File: src/rtl/fifo_uart_tx.sv
// fifo_uart_tx: drains a first-word-fall-through byte FIFO and sends each
// byte as a UART frame (start, 8 data bits LSB first, stop) on a single line.
// Optional even-parity bit between the data and stop bits is enabled by
// defining the macro FIFO_UART_TX_PARITY_EN.
module fifo_uart_tx #(
    parameter int CLKS_PER_BIT = 16
) (
    input  logic       clk,
    input  logic       reset,
    input  logic       en,
    input  logic       empty,
    input  logic [7:0] r_data,
    output logic       rd,
    output logic       tx,
    output logic       busy
);

    // Counter just wide enough for CLKS_PER_BIT-1 (at least one bit).
    localparam int CNT_W = (CLKS_PER_BIT > 2) ? $clog2(CLKS_PER_BIT) : 1;
    localparam logic [CNT_W-1:0] CNT_MAX = CNT_W'(CLKS_PER_BIT - 1);
    localparam logic [CNT_W-1:0] CNT_ONE = CNT_W'(1);

`ifdef FIFO_UART_TX_PARITY_EN
    typedef enum logic [2:0] {
        IDLE   = 3'd0,
        START  = 3'd1,
        DATA   = 3'd2,
        PARITY = 3'd3,
        STOP   = 3'd4
    } state_t;

    // Even parity: the parity bit makes the total count of ones even.
    function automatic logic even_parity(input logic [7:0] d);
        return ^d;
    endfunction
`else
    typedef enum logic [2:0] {
        IDLE  = 3'd0,
        START = 3'd1,
        DATA  = 3'd2,
        STOP  = 3'd4
    } state_t;
`endif

    state_t           state_r;
    logic [CNT_W-1:0] baud_cnt_r;
    logic [2:0]       bit_idx_r;
    logic [7:0]       shift_r;
    logic             tx_r;
    logic             rd_s;
    logic             terminal_s;
`ifdef FIFO_UART_TX_PARITY_EN
    logic             parity_r;
`endif

    // Pop strobe and end-of-bit-period detect; reset blocks a pop so the
    // FIFO is never drained while the block is held in reset.
    always_comb begin
        rd_s       = 1'b0;
        terminal_s = 1'b0;
        if (!reset && (state_r == IDLE) && en && !empty) begin
            rd_s = 1'b1;
        end else begin
            rd_s = 1'b0;
        end
        if (baud_cnt_r == CNT_MAX) begin
            terminal_s = 1'b1;
        end else begin
            terminal_s = 1'b0;
        end
    end

    // Frame sequencer: captures the popped byte, times each bit and drives
    // the line from a register so it never glitches.
    always_ff @(posedge clk or posedge reset) begin
        if (reset) begin
            state_r    <= IDLE;
            baud_cnt_r <= '0;
            bit_idx_r  <= 3'd0;
            shift_r    <= 8'h00;
            tx_r       <= 1'b1;
`ifdef FIFO_UART_TX_PARITY_EN
            parity_r   <= 1'b0;
`endif
        end else begin
            case (state_r)
                IDLE: begin
                    baud_cnt_r <= '0;
                    bit_idx_r  <= 3'd0;
                    if (rd_s) begin
                        shift_r <= r_data;
`ifdef FIFO_UART_TX_PARITY_EN
                        parity_r <= even_parity(r_data);
`endif
                        tx_r    <= 1'b0;
                        state_r <= START;
                    end else begin
                        tx_r <= 1'b1;
                    end
                end
                START: begin
                    if (terminal_s) begin
                        baud_cnt_r <= '0;
                        tx_r       <= shift_r[0];
                        state_r    <= DATA;
                    end else begin
                        baud_cnt_r <= baud_cnt_r + CNT_ONE;
                    end
                end
                DATA: begin
                    if (terminal_s) begin
                        baud_cnt_r <= '0;
                        shift_r    <= {1'b0, shift_r[7:1]};
                        bit_idx_r  <= bit_idx_r + 3'd1;
                        if (bit_idx_r == 3'd7) begin
`ifdef FIFO_UART_TX_PARITY_EN
                            tx_r    <= parity_r;
                            state_r <= PARITY;
`else
                            tx_r    <= 1'b1;
                            state_r <= STOP;
`endif
                        end else begin
                            // Next data bit is bit 1 of the pre-shift value.
                            tx_r <= shift_r[1];
                        end
                    end else begin
                        baud_cnt_r <= baud_cnt_r + CNT_ONE;
                    end
                end
`ifdef FIFO_UART_TX_PARITY_EN
                PARITY: begin
                    if (terminal_s) begin
                        baud_cnt_r <= '0;
                        tx_r       <= 1'b1;
                        state_r    <= STOP;
                    end else begin
                        baud_cnt_r <= baud_cnt_r + CNT_ONE;
                    end
                end
`endif
                STOP: begin
                    if (terminal_s) begin
                        baud_cnt_r <= '0;
                        tx_r       <= 1'b1;
                        state_r    <= IDLE;
                    end else begin
                        baud_cnt_r <= baud_cnt_r + CNT_ONE;
                    end
                end
                default: begin
                    state_r    <= IDLE;
                    baud_cnt_r <= '0;
                    bit_idx_r  <= 3'd0;
                    tx_r       <= 1'b1;
                end
            endcase
        end
    end

    assign rd   = rd_s;
    assign tx   = tx_r;
    assign busy = (state_r != IDLE) || rd_s;

endmodule

File: config.mk
export PLATFORM = sky130hd
export DESIGN_NAME = fifo_uart_tx
export DESIGN_NICKNAME = d
export VERILOG_FILES = /design/src/rtl/fifo_uart_tx.sv
export SDC_FILE = /design/constraint.sdc
export NUM_CORES = 1
export LEC_CHECK = 0
export CORE_MARGIN = 5
export CORE_UTILIZATION = 44
export CTS_CLUSTER_SIZE = 10
export DETAILED_ROUTE_END_ITERATION = 12
export HOLD_SLACK_MARGIN = 0.15
export PLACE_DENSITY_LB_ADDON = 0.12
export SYNTH_ARGS = -nofsm -noshare
export SYNTH_HDL_FRONTEND = slang
export SYNTH_SLANG_ARGS = --single-unit
File: constraint.sdc
create_clock -name clk -period 4.1 [get_ports clk]
set_input_delay 0.82 -clock clk [delete_from_list [all_inputs] [get_ports clk]]
set_output_delay 0.82 -clock clk [all_outputs]
set_load 0.02 [all_outputs]
==> flow_summary.json <==
{
  "grt_max_degree": 20,
  "rows": 17,
  "clkSinkCount": 19,
  "synthCells": 98,
  "fin_crit_sh_pct": 89.12,
  "crit_path_frequent_cell": "clkdlybuf4s50_1",
  "grt_util_all_layers_pct": 13.13,
  "dpl.hpwl_um": 1387,
  "ir_worst_vdd_v": 0.0001844,
  "timing.fmax_mhz": 273.7,
  "routed_wirelength_um": 2012,
  "antenna_found_initial": 0,
  "holdPathEnd": "baud_cnt_r[0]",
  "routabilityCongestion": 0.7233,
  "synth_edf_count": 0,
  "cpPeakStageDelay_ns": 0.60,
  "drt_iter0_markers": 19,
  "path_cells": "clkdlybuf4s50_1, or3b_2, or2_1, inv_1, clkdlybuf4s50_1",
  "hold_path.class": "reg -> reg",
  "cp_max_fo": 10,
  "cts-root-buf": "clkbuf_4",
  "cp_data_required_time_ns": 3.28,
  "synthFlopType": "dfrtp_1",
  "cts_tree": "yes",
  "antenna_cells": 0,
  "maxSlewViolCount": 0,
  "crit_slowest_cell": "clkdlybuf4s50_1",
  "worstSkewPairLatency_ns": 0.30,
  "critPathKind": "in -> out",
  "cap_violations": 0,
  "placed_cells": 132,
  "async_flop_share_pct": 100.0,
  "numCtsBuffers": 3,
  "drive_gt1_share_pct": 6.481,
  "grt_pass1_vias": 743,
  "layout_min_cycle_time_ns": 3.654,
  "final_common_cell": "dfrtp_1",
  "nNetsFinal": 124,
  "skew_ns": 0.007538,
  "grt_pass1_wl_um": 3436,
  "die_area_sq_mm": 0.003411,
  "instances_no_fill": 136,
  "worst-path-buf-inv": 3,
  "reg2reg_depth": 3,
  "r2r_setup_slack_ns": 2.29,
  "cts_setup_buffers": 0,
  "syn_to_final_growth_pct": 14.81,
  "worst_path_dominant_cell_family": "buffers and inverters",
  "wire_per_inst_um": 14.79,
  "power.density_mw_per_mm2": 253.2,
  "hold_viol_final": 0,
  "start_util_pct": 46.16,
  "num_io_pins": 15,
  "whs_path_depth": 1,
  "drc": 0,
  "crit_arrival_ns": 2.83,
  "totalNegativeSetupSlack_ns": 0,
  "min_from": "baud_cnt_r[0]",
  "cts_buffer_depth": 2,
  "grt-ovfl-total": 0,
  "ys_types": 35,
  "ctsHoldBuffers": 0,
  "ctsResizeCount": 0,
  "final_cell_mix": "18 x dfrtp_1, 14 x clkdlybuf4s50_1",
  "fillers": 212,
  "cp-end-kind": "output port",
  "die_w_um": 58.41,
  "dpl-instance-area_sq_mm": 0.001157,
  "die_h_um": 58.41,
  "relSlewSlack_pct": 51.02,
  "core_region_area_sq_mm": 0.002233,
  "yosysSeqAreaShare_pct": 46.24,
  "p_leak_nw": 0.5103,
  "drt.antenna.violating_nets": 0,
  "start_kind": "primary input",
  "r2r_start": "state_r[0]",
  "syn_nets": 113,
  "yosys_register_bits": 19,
  "clk_pin_slew_worst_paths_ns": 0.10,
  "synth_area_sq_mm": 0.001031,
  "place.port_buffers": 14,
  "rsz0062_at_grt": "false",
  "r2r-end": "shift_r[5]",
  "drt_pass1_iterations": 4,
  "setup_viol": 0,
  "syn_avg_cell_area_sq_um": 10.52,
  "status": "complete, no violations",
  "cts_htree_levels": 1,
  "avgViaCountPerCell": 5.581,
  "yosys_warnings": 0,
  "tightest_slew_ns": 0.7339,
  "fin_area_sq_mm": 0.001184,
  "vias": 759
}
final cells by class:
class / count / area [sq um] / share of cell area, %
Inverter: 7 / 26.28 / 2.220
Sequential cell: 19 / 476.7 / 40.27
Multi-Input combinational cell: 64 / 479.2 / 40.49
Clock buffer: 4 / 26.28 / 2.220
Tap cell: 28 / 35.03 / 2.960
Timing Repair Buffer: 14 / 140.1 / 11.84
cell families (layout without fill, tap and decap cells):
kind of cell | after synthesis | in the layout | synth area share, %
AND/OR/NAND/NOR | 33 | 33 | 18.93
AO/OA/AOI/OAI | 24 | 24 | 20.51
flip-flops | 19 | 19 | 46.24
buffers and inverters | 15 | 25 | 7.281
XOR/XNOR | 4 | 4 | 3.399
adder cells (fa/ha/maj) | 3 | 3 | 3.641
where the power goes:
part | leakage, nW | switching [mW] | total (mW) | internal, mW
registers | 0.247 | 0.000131 | 0.188 | 0.188
clock network | 0.0150 | 0.0584 | 0.0964 | 0.0379
logic | 0.248 | 0.00589 | 0.0156 | 0.00974
total | 0.510 | 0.0644 | 0.300 | 0.235
stage by stage:
step	hold slack [ns]	setup WS, ns	power, mW	util [%]
finish	0.4682	0.4460	0.2997	53.00
floorplan	0.4331	1.439	0.1953	-
CTS	0.4739	0.4194	0.3041	53.00
global placement	0.4559	0.4707	0.2072	51.82
detailed placement	0.4576	0.4212	0.2072	51.82
global route	0.5054	0.3545	0.3129	53.00
synthesized netlist by cell type (2+ instances only):
library cell | instances | area share [%]
a21oi_1 | 3 | 1.5
buf_2 | 3 | 1.5
buf_6 | 2 | 2.2
clkbuf_1 | 3 | 1.1
dfrtp_1 | 18 | 44
ha_1 | 3 | 3.6
inv_1 | 7 | 2.5
nand2_1 | 2 | 0.73
nand3_1 | 7 | 3.4
nand4b_1 | 2 | 1.7
nor2_1 | 5 | 1.8
nor2b_1 | 3 | 1.8
o21ai_0 | 3 | 1.5
o221a_1 | 7 | 7.6
o311ai_0 | 2 | 1.7
or3_1 | 7 | 4.2
xnor2_1 | 2 | 1.7
xor2_1 | 2 | 1.7
routing by layer:
layer	routed length [um]	track usage (%)
met4	14	2.980
met2	920	19.14
met3	138	6.140
met1	938	17.67
met5	0	0
worst max-delay path by stage:
stage / slack [ns] / end / depth (start not counted) / from
2_1_floorplan: 1.44 / rd / 4 / reset
3_3_place_gp: 0.47 / rd / 5 / en
3_5_place_dp: 0.42 / rd / 5 / reset
4_1_cts: 0.42 / rd / 5 / reset
5_1_grt: 0.35 / rd / 5 / reset
6_report: 0.45 / rd / 5 / reset
sequential cells by signal (all words and copies together) (netlist names):
register,flops
bit_idx_r,3
tx,1
shift_r,8
state_r,3
baud_cnt_r,4
worst register-to-register path: stages, from the launching register on:
cell,delay [ns]
dfrtp_1,0.57
or3_4,0.48
or2_1,0.37
o221a_1,0.30
Power figures use the tool's default switching activity.
